==> config.mk <==
export PLATFORM = sky130hd
export DESIGN_NAME = frame_assembler_flat
export DESIGN_NICKNAME = d
export VERILOG_FILES = /design/src/rtl/frame_pkg.sv /design/src/rtl/frame_assembler_if.sv /design/src/rtl/word_packer.sv /design/src/rtl/frame_assembler.sv /design/src/flat_wrapper.sv
export SDC_FILE = /design/constraint.sdc
export NUM_CORES = 2
export LEC_CHECK = 0
export CORE_AREA = 2 2 297 299
export DETAILED_ROUTE_END_ITERATION = 10
export DIE_AREA = 0 0 299 301
export PLACE_DENSITY = 0.66
export SETUP_SLACK_MARGIN = 0.05
export SLEW_MARGIN = 30
export SYNTH_ARGS = -nofsm -noshare
export SYNTH_HDL_FRONTEND = slang
export SYNTH_SLANG_ARGS = --single-unit
==> constraint.sdc <==
create_clock -name clk -period 3.4 [get_ports clk]
set_input_delay 0.68 -clock clk [delete_from_list [all_inputs] [get_ports clk]]
set_output_delay 0.68 -clock clk [all_outputs]
set_load 0.02 [all_outputs]
==> src/rtl/frame_pkg.sv <==
// Shared definitions for the frame assembler and the downstream frame unpacker:
// default widths, word-count derivation, frame counter width and FSM states.
package frame_pkg;

    localparam int IN_WIDTH_DEF  = 32;
    localparam int DATAWIDTH_DEF = 512;
    localparam int FRAME_COUNT_W = 16;

    typedef enum logic [1:0] {
        FILL  = 2'd0,
        DRAIN = 2'd1,
        DONE  = 2'd2
    } frame_state_e;

    function automatic int words_of(input int data_width, input int in_width);
        return data_width / in_width;
    endfunction

    // A single-word frame still needs a one-bit index register.
    function automatic int idx_width(input int words);
        return (words > 1) ? $clog2(words) : 1;
    endfunction

endpackage

==> src/rtl/frame_assembler_if.sv <==
// Host word stream plus frame output bundle between host, assembler and unpacker.
interface frame_assembler_if
    import frame_pkg::*;
#(
    parameter int IN_WIDTH  = IN_WIDTH_DEF,
    parameter int DATAWIDTH = DATAWIDTH_DEF
);
    logic [IN_WIDTH-1:0]      s_data;
    logic                     s_valid;
    logic                     s_last;
    logic                     s_ready;
    logic [DATAWIDTH-1:0]     frame_data;
    logic                     wr_ready;
    logic                     wr_done;
    logic [FRAME_COUNT_W-1:0] frame_count;

    modport master (
        output s_data, s_valid, s_last,
        input  s_ready, frame_data, wr_ready, wr_done, frame_count
    );

    modport slave (
        input  s_data, s_valid, s_last,
        output s_ready, frame_data, wr_ready, wr_done, frame_count
    );
endinterface

==> src/rtl/word_packer.sv <==
// Accumulates host words into a zero-padded frame; packed_frame already includes
// the word being written this cycle. Build with FRAME_ASM_BYTESWAP_EN to byte-reverse words.
module word_packer
    import frame_pkg::*;
#(
    parameter int IN_WIDTH  = IN_WIDTH_DEF,
    parameter int DATAWIDTH = DATAWIDTH_DEF
) (
    input  logic                 clk,
    input  logic                 rst,
    input  logic                 clear,
    input  logic                 wr_en,
    input  logic [IN_WIDTH-1:0]  word,
    output logic [DATAWIDTH-1:0] packed_frame,
    output logic                 full
);
    localparam int WORDS = words_of(DATAWIDTH, IN_WIDTH);
    localparam int IDX_W = idx_width(WORDS);

    logic [DATAWIDTH-1:0] acc;
    logic [IDX_W-1:0]     idx;
    logic [IN_WIDTH-1:0]  word_in;

`ifdef FRAME_ASM_BYTESWAP_EN
    always_comb begin
        word_in = '0;
        for (int b = 0; b < IN_WIDTH / 8; b++) begin
            word_in[b*8 +: 8] = word[IN_WIDTH-8-b*8 +: 8];
        end
    end
`else
    assign word_in = word;
`endif

    assign full = (idx == IDX_W'(WORDS - 1));

    always_comb begin
        packed_frame = acc;
        if (wr_en) begin
            packed_frame[int'(idx)*IN_WIDTH +: IN_WIDTH] = word_in;
        end
    end

    // Clearing wins over a simultaneous write: the completing word leaves via packed_frame.
    always_ff @(posedge clk) begin
        if (rst || clear) begin
            acc <= '0;
            idx <= '0;
        end else if (wr_en) begin
            acc <= packed_frame;
            idx <= idx + IDX_W'(1);
        end
    end

endmodule

==> src/rtl/frame_assembler.sv <==
// Gathers host words into DATAWIDTH-bit frames for the unpacker and signals end of transfer
// after a drain gap. Optional build macro: FRAME_ASM_BYTESWAP_EN (byte-reverse host words).
//
// state | meaning
// FILL  | accepting words, emitting a frame on full or s_last
// DRAIN | s_ready low, counting DRAIN_CYCLES idle cycles after the final frame
// DONE  | one-cycle wr_done pulse, then frame_count cleared
module frame_assembler
    import frame_pkg::*;
#(
    parameter int IN_WIDTH     = IN_WIDTH_DEF,
    parameter int DATAWIDTH    = DATAWIDTH_DEF,
    parameter int DRAIN_CYCLES = 2
) (
    input logic          clk,
    input logic          rst,
    frame_assembler_if.slave bus
);
    localparam logic [1:0] ST_FILL  = FILL;
    localparam logic [1:0] ST_DRAIN = DRAIN;
    localparam logic [1:0] ST_DONE  = DONE;

    logic [1:0]               state;
    logic [3:0]               drain_cnt;
    logic [DATAWIDTH-1:0]     frame_q;
    logic                     wr_ready_q;
    logic [FRAME_COUNT_W-1:0] count_q;
    logic                     s_ready;
    logic                     accept;
    logic                     frame_end;
    logic                     full;
    logic [DATAWIDTH-1:0]     packed_frame;

    // Gated by rst so s_ready stays low while reset is held and rises on the first free cycle.
    assign s_ready   = (state == ST_FILL) && !rst;
    assign accept    = bus.s_valid && s_ready;
    assign frame_end = accept && (full || bus.s_last);

    word_packer #(
        .IN_WIDTH  (IN_WIDTH),
        .DATAWIDTH (DATAWIDTH)
    ) u_packer (
        .clk          (clk),
        .rst          (rst),
        .clear        (frame_end),
        .wr_en        (accept),
        .word         (bus.s_data),
        .packed_frame (packed_frame),
        .full         (full)
    );

    always_ff @(posedge clk) begin
        if (rst) begin
            state      <= ST_FILL;
            drain_cnt  <= '0;
            frame_q    <= '0;
            wr_ready_q <= 1'b0;
            count_q    <= '0;
        end else begin
            wr_ready_q <= 1'b0;
            case (state)
                ST_FILL: begin
                    if (frame_end) begin
                        frame_q    <= packed_frame;
                        wr_ready_q <= 1'b1;
                        if (count_q != '1) begin
                            count_q <= count_q + FRAME_COUNT_W'(1);
                        end
                        if (bus.s_last) begin
                            state     <= ST_DRAIN;
                            drain_cnt <= 4'(DRAIN_CYCLES);
                        end
                    end
                end
                // The strobe cycle itself is the first DRAIN cycle, so terminal count
                // is reached DRAIN_CYCLES idle cycles after the strobe.
                ST_DRAIN: begin
                    if (drain_cnt == 4'd0) begin
                        state <= ST_DONE;
                    end else begin
                        drain_cnt <= drain_cnt - 4'd1;
                    end
                end
                ST_DONE: begin
                    count_q <= '0;
                    state   <= ST_FILL;
                end
                default: state <= ST_FILL;
            endcase
        end
    end

    assign bus.s_ready     = s_ready;
    assign bus.frame_data  = frame_q;
    assign bus.wr_ready    = wr_ready_q;
    assign bus.wr_done     = (state == ST_DONE);
    assign bus.frame_count = count_q;

endmodule

==> src/flat_wrapper.sv <==
// flat-port wrapper written by rule: the top's interface ports become plain ports
module frame_assembler_flat import frame_pkg::*;
#(
    parameter int IN_WIDTH     = IN_WIDTH_DEF,
    parameter int DATAWIDTH    = DATAWIDTH_DEF,
    parameter int DRAIN_CYCLES = 2
)
  (clk, rst, bus_s_data, bus_s_valid, bus_s_last, bus_s_ready, bus_frame_data, bus_wr_ready, bus_wr_done, bus_frame_count);
  frame_assembler_if #(.IN_WIDTH(IN_WIDTH), .DATAWIDTH(DATAWIDTH)) bus_i ();
  input logic clk;
  input logic rst;
  input wire logic [$bits(bus_i.s_data)-1:0] bus_s_data;
  input wire logic [$bits(bus_i.s_valid)-1:0] bus_s_valid;
  input wire logic [$bits(bus_i.s_last)-1:0] bus_s_last;
  output wire logic [$bits(bus_i.s_ready)-1:0] bus_s_ready;
  output wire logic [$bits(bus_i.frame_data)-1:0] bus_frame_data;
  output wire logic [$bits(bus_i.wr_ready)-1:0] bus_wr_ready;
  output wire logic [$bits(bus_i.wr_done)-1:0] bus_wr_done;
  output wire logic [$bits(bus_i.frame_count)-1:0] bus_frame_count;
  assign bus_i.s_data = bus_s_data;
  assign bus_i.s_valid = bus_s_valid;
  assign bus_i.s_last = bus_s_last;
  assign bus_s_ready = bus_i.s_ready;
  assign bus_frame_data = bus_i.frame_data;
  assign bus_wr_ready = bus_i.wr_ready;
  assign bus_wr_done = bus_i.wr_done;
  assign bus_frame_count = bus_i.frame_count;
  frame_assembler #(.IN_WIDTH(IN_WIDTH), .DATAWIDTH(DATAWIDTH), .DRAIN_CYCLES(DRAIN_CYCLES)) u_core (.clk(clk), .rst(rst), .bus(bus_i));
endmodule
==> metrics.txt <==
Post-synth ARST share=0%; Leakage Power=between 15 and 20 nW; Final WS setup=roughly 420 ps; Clock Latency Late Sink=just under 700 ps; Tot Pwr=28.1 mW; Cells after Synth=between 3000 and 4000; CTS tree=done; Worst Max-Slew Pin Slew=slightly below 1000 ps; DRC Markers=0; Placed Cells incl. Taps=approximately 5400; Arr. time, crit path=between 3000 and 4000 ps; Clk pin slew, worst setup/hold paths=60 ps; setup TNS=0 ps; initial antenna violation count=11; CTS sink count=1051; Fmax=~340 MHz; Detail Route Antenna Nets=0; via count=31154; power per cell area=roughly 560 nW/um^2; Die Area=90000 sq um; overall routed net length=~130 mm; Synth Warn #=0; non-filler cells, final=about 5600; FP Rows=108; post-cts gate resize count=0; register area share after synthesis=a little over half; nets=about 4400; global placement routability congestion=between 0.8 and 0.9; placed cell area=approximately 47000 sq um; DP HPWL=89.3 mm; Final Hold Vio Count=0; top-area cell type share of the netlist area=~54%; Congestion Overflow GR=0; ys flop type=dfxtp_1; layout cells sized above 1=between 10% and 20%; GR Util All Layers=between 20 and 30%; Min-Delay Path Class=in -> reg; largest net degree at the start of global routing=around 140; Setup WS pre-CTS=105 ps; # hold bufs at CTS=0; Tcrit/Tclk final=roughly 90%; count leader, synth=dfxtp_1; Synth Net Count=around 3900; Worst Path Max Fanout=18; Die Ht=about 300 um; H-tree Lvls=3; Period minus WS final=~3000 ps; number of DRC markers in iteration 0=around 2600; postcts setup bufs=0; Final Skew=between 40 and 50 ps; Core Box Area=approximately 86000 sq um; CTS max path bufs=3; CP Launch Type=register; Final Setup Violations=0; TritonCTS Buffers=~110; design area=50600 sq um; Max Slew Vio Count=0; mean post-synth cell area=~10 sq um; Post-synth EDFFs=0; Initial Utilization=around 45%; WHS=252 ps; WS Path Type=reg -> reg; RSZ-0062 raised after global routing=false; Distinct cells, synth=between 50 and 60; Synth Cell Area=between 30000 and 40000 sq um; status=finished clean; mean routed wirelength per cell=23.2 um; Vias/cell=approximately 5.5; most common library cells after synthesis=1051 x dfxtp_1, 873 x nor2_1, 382 x mux2i_1, 231 x a211oi_1, 205 x clkbuf_1; max cap viols=0; critical path capture point type=register; #FFs+latches synth=between 1000 and 1500; Synth area leader=dfxtp_1; PortBufs=roughly 570; Peak VDD IR=between 0.5 and 0.6 mV; first-pass GRT wire length=192 mm; die width=between 200 and 300 um; vias in the first global route=between 20000 and 30000; boundary pin count=567; area delta synth->final=30.0%; Synth area leaders=dfxtp_1 54%, mux2i_1 9.8%, nor2_1 8.4%, a211oi_1 4.5%, a211oi_2 4.2%; root buf cell=clkbuf_16; Post-Route Utilization=58.5%; WP data required=~3900 ps; first-pass iteration count of the detailed router=5; Slew headroom=35.4%
[worst max-delay path: stages, from the launching register on]
cell,delay [ps]
dfxtp_1,480
inv_1,80
ha_1,290
nand2b_1,570
a2111oi_4,560
buf_12,250
buf_12,170
mux2i_1,310
a211oi_1,120
[flip-flops by register name, indices dropped and copies added, names as in the netlist]
signal and count:
u_core.u_packer.idx 4, u_core.drain_cnt 4, u_core.u_packer.acc 512, u_core.bus.wr_ready 1, u_core.state 2, u_core.bus.frame_data 512, u_core.bus.frame_count 16
[layout by cell type (no fill, tap or decap), types with 40 or more instances in the layout]
master and n:
a211oi_1 231, a21oi_1 146, nand4_1 40, a211oi_2 132, nand2_1 43, dfxtp_1 1051, a311oi_1 130, nor3b_1 82
buf_4 159, o21ai_0 108, nand3_1 104, clkbuf_16 108, nor2_1 871, mux2i_1 382, clkdlybuf4s50_1 563, buf_12 64
[report_power, final]
| group | total (mW) | internal (mW) | switching, mW |
|---|---|---|---|
| clock network | 12.6 | 7.47 | 5.12 |
| logic | 2.66 | 1.04 | 1.63 |
| registers | 12.9 | 12.6 | 0.255 |
[worst paths after layout]
kind	start	endpoint	slack (ps)	cells past startpoint
worst max-delay path	u_core.u_packer.idx[1]	u_core.bus.frame_data[196]	420	8
worst min-delay path	rst	u_core.bus.frame_data[483]	250	2
worst max register to register	u_core.u_packer.idx[1]	u_core.bus.frame_data[196]	420	8
worst min register to register	u_core.u_packer.acc[302]	u_core.u_packer.acc[302]	460	2
[cells by family after synthesis]
logic type / Yosys count / synth area share, %
simple gates: 1232 / 14.1
flops: 1051 / 54.1
compound gates: 815 / 16.7
buf+inv: 399 / 4.90
mux: 383 / 9.86
xor+xnor: 6 / 0.135
fa+ha+maj: 6 / 0.193
[layer usage]
layer	wire length [um]	GRT usage [%]
met3	9180	5.80
met4	4950	10.5
met2	59700	44.0
met5	16	0
met1	57100	38.3
[cell type report]
| cell class | instances | area, sq um |
|---|---|---|
| fill | 7400 | 35900 |
| sequential | 1051 | 21000 |
| multi-input combinational | 2442 | 16000 |
| timing repair buffer | 790 | 8160 |
| clock buffer | 155 | 3190 |
| tap | 1155 | 1450 |
| clock inverter | 38 | 659 |
| inverter | 8 | 37.5 |
| antenna | 1 | 2.50 |
Power figures use the tool's default switching activity.
